===== src/rtl/drum_pkg.sv =====
// Shared constants, scheduler state encoding and grid-dimension clamp for the drum engine.
package drum_pkg;

  localparam int unsigned MAX_DIM      = 30;
  localparam int unsigned DIM_W        = 5;
  localparam int unsigned MAX_INFLIGHT = 4;
  localparam int unsigned OVR_W        = 8;
  localparam int unsigned RHO_W        = 5;
  localparam int unsigned INF_W        = $clog2(MAX_INFLIGHT + 1);

  typedef enum logic [1:0] {
    ST_IDLE  = 2'd0,
    ST_ISSUE = 2'd1,
    ST_DRAIN = 2'd2,
    ST_SWAP  = 2'd3
  } sched_state_e;

  // Keeps the grid edge inside the range the engine's address generator supports.
  function automatic logic [DIM_W-1:0] clamp_dim(input logic [DIM_W-1:0] d);
    logic [DIM_W-1:0] r;
    if (d < DIM_W'(2))             r = DIM_W'(2);
    else if (d > DIM_W'(MAX_DIM))  r = DIM_W'(MAX_DIM);
    else                           r = d;
    return r;
  endfunction

endpackage


===== src/rtl/node_index_counter.sv =====
// Row-major raster counter over a dim x dim grid; wraps to (0,0) after the last node.
module node_index_counter
  import drum_pkg::*;
(
  input  logic             clk,
  input  logic             rst_n,
  input  logic             clear_i,
  input  logic             advance_i,
  input  logic [DIM_W-1:0] dim_i,
  output logic [DIM_W-1:0] row_o,
  output logic [DIM_W-1:0] col_o,
  output logic             last_c_o
);

  logic [DIM_W-1:0] row_q, row_d;
  logic [DIM_W-1:0] col_q, col_d;
  logic [DIM_W-1:0] dim_m1;
  logic             col_end;

  assign dim_m1   = dim_i - DIM_W'(1);
  assign col_end  = (col_q == dim_m1);
  assign last_c_o = col_end && (row_q == dim_m1);

  always_comb begin
    row_d = row_q;
    col_d = col_q;
    if (clear_i) begin
      row_d = '0;
      col_d = '0;
    end else if (advance_i) begin
      if (last_c_o) begin
        row_d = '0;
        col_d = '0;
      end else if (col_end) begin
        row_d = row_q + DIM_W'(1);
        col_d = '0;
      end else begin
        col_d = col_q + DIM_W'(1);
      end
    end
  end

  always_ff @(posedge clk or negedge rst_n) begin
    if (!rst_n) begin
      row_q <= '0;
      col_q <= '0;
    end else begin
      row_q <= row_d;
      col_q <= col_d;
    end
  end

  assign row_o = row_q;
  assign col_o = col_q;

endmodule


===== src/rtl/drum_node_scheduler.sv =====
// Per-sample node-update sequencer: raster-issues grid nodes, tracks in-flight updates,
// flips the ping-pong bank at frame end and counts dropped sample ticks.
module drum_node_scheduler
  import drum_pkg::*;
(
  input  logic             CLOCK_50,
  input  logic             reset,
  input  logic             sample_tick,
  input  logic [DIM_W-1:0] grid_dim,
  input  logic [RHO_W-1:0] rho_sel,
  output logic             node_valid,
  input  logic             node_ready,
  output logic [DIM_W-1:0] node_row,
  output logic [DIM_W-1:0] node_col,
  output logic             node_edge,
  output logic             node_center,
  output logic [RHO_W-1:0] rho_latched,
  input  logic             done_pulse,
  output logic             bank_sel,
  output logic             busy,
  output logic             frame_done,
  output logic [OVR_W-1:0] overrun_cnt
);

  sched_state_e     state_q, state_d;
  logic [DIM_W-1:0] dim_q, dim_d;
  logic [RHO_W-1:0] rho_q, rho_d;
  logic [INF_W-1:0] inflight_q, inflight_d;
  logic             bank_q, bank_d;
  logic [OVR_W-1:0] ovr_q, ovr_d;

  logic             start_c;
  logic             hs_c;
  logic             done_c;
  logic             last_c;
  logic [DIM_W-1:0] row_c, col_c;
  logic [DIM_W-1:0] dim_m1;
  logic             in_issue;

  node_index_counter u_idx (
    .clk       (CLOCK_50),
    .rst_n     (reset),
    .clear_i   (start_c),
    .advance_i (hs_c),
    .dim_i     (dim_q),
    .row_o     (row_c),
    .col_o     (col_c),
    .last_c_o  (last_c)
  );

  assign in_issue   = (state_q == ST_ISSUE);
  assign node_valid = in_issue && (inflight_q < INF_W'(MAX_INFLIGHT));
  assign hs_c       = node_valid && node_ready;
  // A completion with nothing outstanding is spurious and dropped.
  assign done_c     = done_pulse && (inflight_q != '0);
  assign start_c    = (state_q == ST_IDLE) && sample_tick;

  always_comb begin
    inflight_d = inflight_q;
    if (hs_c && !done_c)      inflight_d = inflight_q + INF_W'(1);
    else if (!hs_c && done_c) inflight_d = inflight_q - INF_W'(1);
  end

  always_comb begin
    state_d = state_q;
    dim_d   = dim_q;
    rho_d   = rho_q;
    bank_d  = bank_q;
    unique case (state_q)
      ST_IDLE: begin
        if (sample_tick) begin
          dim_d   = clamp_dim(grid_dim);
          rho_d   = rho_sel;
          state_d = ST_ISSUE;
        end
      end
      ST_ISSUE: begin
        if (hs_c && last_c) state_d = ST_DRAIN;
      end
      ST_DRAIN: begin
        if ((inflight_q == '0) || ((inflight_q == INF_W'(1)) && done_c)) state_d = ST_SWAP;
      end
      ST_SWAP: begin
        bank_d  = ~bank_q;
        state_d = ST_IDLE;
      end
      default: state_d = ST_IDLE;
    endcase
  end

  // Ticks arriving while a frame (or its swap cycle) is in progress are lost.
  always_comb begin
    ovr_d = ovr_q;
    if (sample_tick && (state_q != ST_IDLE) && (ovr_q != '1)) ovr_d = ovr_q + OVR_W'(1);
  end

  always_ff @(posedge CLOCK_50 or negedge reset) begin
    if (!reset) begin
      state_q    <= ST_IDLE;
      dim_q      <= '0;
      rho_q      <= '0;
      inflight_q <= '0;
      bank_q     <= 1'b0;
      ovr_q      <= '0;
    end else begin
      state_q    <= state_d;
      dim_q      <= dim_d;
      rho_q      <= rho_d;
      inflight_q <= inflight_d;
      bank_q     <= bank_d;
      ovr_q      <= ovr_d;
    end
  end

  assign dim_m1      = dim_q - DIM_W'(1);
  assign node_row    = row_c;
  assign node_col    = col_c;
  assign node_edge   = in_issue && ((row_c == '0) || (col_c == '0) ||
                                    (row_c == dim_m1) || (col_c == dim_m1));
  assign node_center = in_issue && (row_c == (dim_q >> 1)) && (col_c == (dim_q >> 1));
  assign rho_latched = rho_q;
  assign bank_sel    = bank_q;
  assign busy        = (state_q != ST_IDLE);
  assign frame_done  = (state_q == ST_SWAP);
  assign overrun_cnt = ovr_q;

endmodule


===== config.mk =====
export PLATFORM = sky130hd
export DESIGN_NAME = drum_node_scheduler
export DESIGN_NICKNAME = d
export VERILOG_FILES = /design/src/rtl/drum_pkg.sv /design/src/rtl/node_index_counter.sv /design/src/rtl/drum_node_scheduler.sv
export SDC_FILE = /design/constraint.sdc
export NUM_CORES = 1
export LEC_CHECK = 0
export ABC_CLOCK_PERIOD_IN_PS = 3830
export BUFFER_PORTS_ARGS = -buffer_cell sky130_fd_sc_hd__buf_4
export CAP_MARGIN = 5
export CORE_MARGIN = 3
export CORE_UTILIZATION = 30
export CTS_CLUSTER_DIAMETER = 100
export CTS_CLUSTER_SIZE = 14
export DETAILED_ROUTE_END_ITERATION = 8
export GPL_TIMING_DRIVEN = 0
export PLACE_DENSITY_LB_ADDON = 0.1
export SLEW_MARGIN = 20
export SYNTH_ARGS = -nofsm -noshare
export SYNTH_HDL_FRONTEND = slang
export SYNTH_SLANG_ARGS = --single-unit
export TNS_END_PERCENT = 1

===== constraint.sdc =====
create_clock -name CLOCK_50 -period 3.83 [get_ports CLOCK_50]
set_input_delay 0.1915 -clock CLOCK_50 [delete_from_list [all_inputs] [get_ports CLOCK_50]]
set_output_delay 0.1915 -clock CLOCK_50 [all_outputs]
set_load 0.1 [all_outputs]

# Word level (Yosys, flattened, before mapping)
# Cells that the tools add are included.
[word_totals]
ff_bits = 34
out_inout_bits = 29
word_cells = 78
[classes]
n_addsub = 6
order_cmp = 3
eq_ne = 12
mux = 16
bitwise = 1
reduce_logical = 32
[ops]
columns = ["cell", "count"]
rows = [
  ["two-way mux 5 bit", 10],
  ["logical AND 1 bit", 14],
  ["adder 5 x 1 -> 5 bit, second input constant", 2],
  ["equality test 5 x 4 -> 1 bit", 2],
  ["equality test 5 bit", 2],
  ["logical NOT 5 bit", 2],
  ["adder 8 x 1 -> 8 bit, second input constant", 1],
  ["inequality test 8 bit, second input constant", 1],
  ["one-hot mux 2 bit (4 select lines)", 1],
  ["two-way mux 2 bit", 3],
  ["two-way mux 3 bit", 2],
  ["nonzero test 2 bit", 3],
  ["nonzero test 3 bit", 2],
  ["greater-than comparator 5 bit, second input constant", 1],
  ["less-than comparator 5 x 2 -> 1 bit, second input constant", 1],
  ["subtractor 5 x 1 -> 5 bit, second input constant", 1],
  ["equality test 2 bit, second input constant", 2],
  ["logical OR 1 bit", 4],
  ["inequality test 2 bit, second input constant", 2],
  ["AND reduction 2 bit", 2],
  ["adder 3 x 1 -> 3 bit, second input constant", 1],
  ["equality test 3 x 1 -> 1 bit, second input constant", 1],
  ["logical NOT 3 bit", 1],
  ["less-than comparator 3 bit, second input constant", 1],
  ["7 further kinds", 8],
]

# Logic depth before layout (Yosys ltp)
[depth]
ltp_word = 7
mapped_depth = 9

# Hierarchy
# A second synthesis with hierarchy kept.
[unflattened]
cells_unflattened = 262
area_unflattened_um2 = 2478.6
[modules_own_cells]
columns = ["mod", "instances", "cells_each", "area_each_um2", "seq_area_each_um2"]
rows = [
  ["drum_node_scheduler", 1, 157, 1560.2, 600.6],
  ["node_index_counter", 1, 105, 918.4, 250.2],
]

# Worst setup path before layout
# Ideal clock, no wire load.
[synth_timing]
path_kind = "reg2reg"
start = "reg state_q[1]"
end = "reg state_q[1]"
setup_ns = 0.125
arrival_time_ns = 3.420
required_ns = 3.705
slack_ns = 0.285
path_stages_with_launch = 8
path_cell_list = "dfrtp_1 -> inv_1 -> ha_1 -> nor2b_1 -> nand2_1 -> nor3_2 -> a31oi_1 -> mux2_4"
[synth_between]
elab_chain_cells = 6
[synth_rtl]
columns = ["element", "line_no", "text"]
rows = [
  ["start: declaration", "drum_node_scheduler.sv:25", "sched_state_e state_q, state_d;"],
  ["start signal: assignment", "drum_node_scheduler.sv:106", "state_q <= state_d;"],
  ["equality test 2 x 1 -> 1 bit", "drum_node_scheduler.sv:51", "assign in_issue = (state_q == ST_ISSUE);"],
  ["logical AND 1 bit", "drum_node_scheduler.sv:52", "assign node_valid = in_issue && (inflight_q < INF_W'(MAX_INFLIGHT));"],
  ["named net node_valid", "drum_node_scheduler.sv:11", "output logic node_valid,"],
  ["logical AND 1 bit", "drum_node_scheduler.sv:53", "assign hs_c = node_valid && node_ready;"],
  ["logical AND 1 bit", "drum_node_scheduler.sv:78", "if (hs_c && last_c) state_d = ST_DRAIN;"],
  ["inequality test 2 x 1 -> 1 bit (no line)", "n/a", ""],
  ["AND reduction 3 bit (no line)", "n/a", ""],
]
# The timed path passes the listed nets, and every way through them passes these cells.
# A chain may end at the register's enable or synchronous reset.

# Final worst setup path
[layout_timing]
start = "reg dim_q[0]"
end = "out node_edge"
[layout_between]
elab_chain_cells = 5
[layout_rtl]
columns = ["element", "line_no", "text"]
rows = [
  ["start: declaration", "drum_node_scheduler.sv:26", "logic [DIM_W-1:0] dim_q, dim_d;"],
  ["start signal: assignment", "drum_node_scheduler.sv:107", "dim_q <= dim_d;"],
  ["subtractor 5 x 1 -> 5 bit (*)", "drum_node_scheduler.sv:115", "assign dim_m1 = dim_q - DIM_W'(1);"],
  ["equality test 5 bit", "drum_node_scheduler.sv:119", "(row_c == dim_m1) || (col_c == dim_m1));"],
  ["logical OR 1 bit", "drum_node_scheduler.sv:118", "assign node_edge = in_issue && ((row_c == '0) || (col_c == '0) ||"],
  ["logical OR 1 bit (*)", "drum_node_scheduler.sv:119", ""],
  ["logical AND 1 bit (*)", "drum_node_scheduler.sv:118", ""],
  ["end: declaration", "drum_node_scheduler.sv:15", "output logic node_edge,"],
]
# Mark *: on every way between the ends. The rest lies on a longest branch, timed or not.

==> summary.txt <==
STA
  • Fmax: 362 MHz
  • Hold Vio Cnt, Final: 0
  • Final Max Tran Viols: 0
  • Least-Margin Pin Slew: 0.711 ns
  • Total negative slack: 0 ns
  • Slew HR: 52.4%
  • Min cycle time layout: 2.76 ns
  • Setup Skew: 0.00679 ns
  • Final worst path period share: 72.1%
  • # setup viols final: 0
  • Unrepaired setup endpoints after global routing: false

Clock network
  • Clk_lat worst skew: 0.29 ns
  • TritonCTS buffer count: 5
  • CTS tree: built
  • H-tree levels: 2
  • Clock buffer depth: 2
  • # clock sinks: 34
  • Clock Tree Root: clkbuf_8
  • Post-cts sizing count: 0
  • CTS clock-pin slew for the worst setup and hold paths: 0.08 ns

Setup path
  • Crit path DAT: 2.57 ns
  • FF-to-FF Start: dim_q[0]$_DFFE_PN0P_
  • Worst setup EP type: output pin
  • CP max FO: 5
  • Worst setup path startpoint: dim_q[0]$_DFFE_PN0P_
  • Crit-path cells: inv_1, ha_1, nand2_1, o32a_1, o211a_2, nor4_4, o41a_1, buf_4
  • WS Path Type: reg -> out
  • CP max stage cell: dfrtp_1
  • Critical Path RT: 3.64 ns
  • Worst R2R Setup Slack: 1.17 ns
  • Largest stage delay, worst path: 0.43 ns
  • CP startpoint kind: flop

Global route
  • Vias in the first global route: 1807
  • GRT overflow: 0
  • Largest net degree at the start of global routing: 35
  • First-pass GRT wire length: 8730 um
  • Global router's overall resource usage: 13.1%
  • Initial antenna violation count: 0

Routing
  • Wl on met1: 2510 um
  • Iter 0 DRT Violations: 94
  • TritonRoute pass-1 iters: 4
  • DR WL met3: 174 um
  • Drt wl/cell: 13.4 um
  • DRC Markers: 0
  • Via-to-Cell Ratio: 4.66
  • Uppermost routed layer: met4
  • Wire length on met2: 2360 um
  • Via count: 1780
  • DRT antenna net count: 0
  • Total wire length: 5110 um

Finish
  • Diode count: 0
  • Multi-input combinational cell area: 1210 um^2
  • Nets: 316
  • Synthesis-to-layout area growth: 27.7%
  • Sequential cell area: 851 um^2
  • # fillers: 725
  • Share of layout cells above drive strength 1: 20.6%
  • Final instance area: 2740 um^2

Floorplanning
  • Die Footprint: 8210 um^2
  • Die H: 90.6 um
  • Placeable Area: 6870 um^2
  • Initial Util: 31.3%
  • Io pins: 44
  • Row count: 30
  • Die Span X: 90.6 um

Yosys
  • Asr flop ratio synth: 100%
  • Synth Instances: 234
  • Mapped Avg Cell Area: 9.18 um^2
  • Syn_nets: 265
  • EDFF count, synth: 0
  • Seq cells post-synth: 34
  • Synth Cell Area: 2150 um^2
  • Ys flop type: dfrtp_1
  • Synth Warn #: 0
  • Register area share after synthesis: 39.6%
  • Netlist cell types: 44

Place
  • GP Congestion: 0.763
  • PortBufs: 43
  • Hpwl dp: 3720 um
  • Area after DPL: 2590 um^2

Status
  • Status: finished clean

Worst hold path
  • HP Class: in -> reg
  • Hold Crit Start: rho_sel[2]

Job
  • Max_cap viols: 0
stage by stage:
stage / std cells / util (%) / setup WS, ns / hold slack [ns]
4_1_cts: 382 / 39.9 / 1.03 / 0.0802
3_5_place_dp: 373 / 37.7 / 1.24 / 0.187
5_1_grt: 382 / 39.9 / 0.890 / 0.0825
2_1_floorplan: 234 / - / 0.285 / -0.104
3_3_place_gp: 373 / 37.7 / 1.22 / 0.188
6_report: 382 / 39.9 / 1.07 / 0.0848
cells in the final DEF, fill, tap and decap left out, types with 4 or more instances in the layout:
| master | count |
|---|---|
| xnor2_1 | 13 |
| o21ai_0 | 5 |
| nor2_1 | 11 |
| o21ai_1 | 4 |
| nand3_1 | 14 |
| clkbuf_1 | 5 |
| inv_1 | 15 |
| a21oi_1 | 11 |
| nand2_1 | 40 |
| or3_1 | 6 |
| nor3_1 | 5 |
| dfrtp_1 | 34 |
| ha_1 | 16 |
| and3_1 | 4 |
| buf_4 | 43 |
| nor2b_1 | 4 |
| clkbuf_8 | 6 |
| xor2_1 | 10 |
worst paths after layout:
path,to,depth (start not counted)
hold reg to reg,bank_sel$_DFFE_PN0P_,1
setup / recovery,node_edge,8
min in group asynchronous,u_idx.col_o[0]$_DFFE_PN0P_,2
hold / removal,rho_latched[2]$_DFFE_PN0P_,3
max in group asynchronous,inflight_q[2]$_DFFE_PN0P_,2
setup reg to reg,state_q[1]$_DFFE_PN0P_,8
final cells by class:
class | instances | area share (%)
multi-input combinational | 178 | 44.0
inverter | 15 | 2.05
timing repair buffer | 44 | 12.1
tap | 96 | 4.38
clock buffer | 6 | 3.01
sequential | 34 | 31.0
buffer | 7 | 1.28
clock inverter | 2 | 2.19
Yosys cell counts, types with 2 or more instances:
library cell | n | area share, %
nand3_1 | 14 | 3.3
mux2i_1 | 2 | 0.93
nor2b_1 | 4 | 1.2
nand4_1 | 3 | 0.87
ha_1 | 16 | 9.3
xor2_1 | 10 | 4.1
nor4b_1 | 2 | 0.82
nor3_1 | 5 | 1.2
dfrtp_1 | 34 | 40
o21ai_0 | 5 | 1.2
nand3b_1 | 3 | 1.0
inv_1 | 15 | 2.6
o21a_1 | 3 | 1.0
clkbuf_1 | 5 | 0.87
a21oi_1 | 11 | 2.6
or3_1 | 6 | 1.7
and2_1 | 2 | 0.58
o21ai_1 | 4 | 0.93
xnor2_1 | 13 | 5.3
nor2_1 | 11 | 1.9
and3_1 | 4 | 1.2
nand2_1 | 40 | 7.0
sequential cells by signal, summed over array words and instances (netlist names):
| register | flops |
|---|---|
| u_idx.row_o | 5 |
| dim_q | 5 |
| rho_latched | 5 |
| overrun_cnt | 8 |
| u_idx.col_o | 5 |
| inflight_q | 3 |
| state_q | 2 |
| bank_sel | 1 |
worst max-delay path: cells and delay by family, from the launching register on:
| kind | cells | cell delay, ns |
|---|---|---|
| buffers and inverters | 2 | 0.38 |
| AOI/OAI and AO/OA | 3 | 0.68 |
| DFF | 1 | 0.43 |
| and+or+nand+nor | 2 | 0.50 |
| adders and majority gates | 1 | 0.28 |
logic make-up after synthesis:
| logic type | synth area share, % |
|---|---|
| AO/OA/AOI/OAI | 10.7 |
| XOR/XNOR | 10.4 |
| adder cells (fa/ha/maj) | 9.32 |
| buffers and inverters | 4.25 |
| flip-flops | 39.6 |
| multiplexers | 2.15 |
| AND/OR/NAND/NOR | 23.5 |
layer usage:
layer / up-vias / global-route usage [%]
met3: 6 / 2.83
met5: - / 0
li1: 895 / -
met1: 848 / 17.1
met4: 0 / 4.34
met2: 31 / 21.4
what timing repair did:
action / 4_1_cts / 5_1_grt
buffers inserted: 0 / 0
endpoints found under the hold margin: 34 / 0
hold buffers: 1 / 0
Power is left out: the tool's default activity adds up to more than one toggle a clock period on the data nets, which glitch-free logic cannot reach.
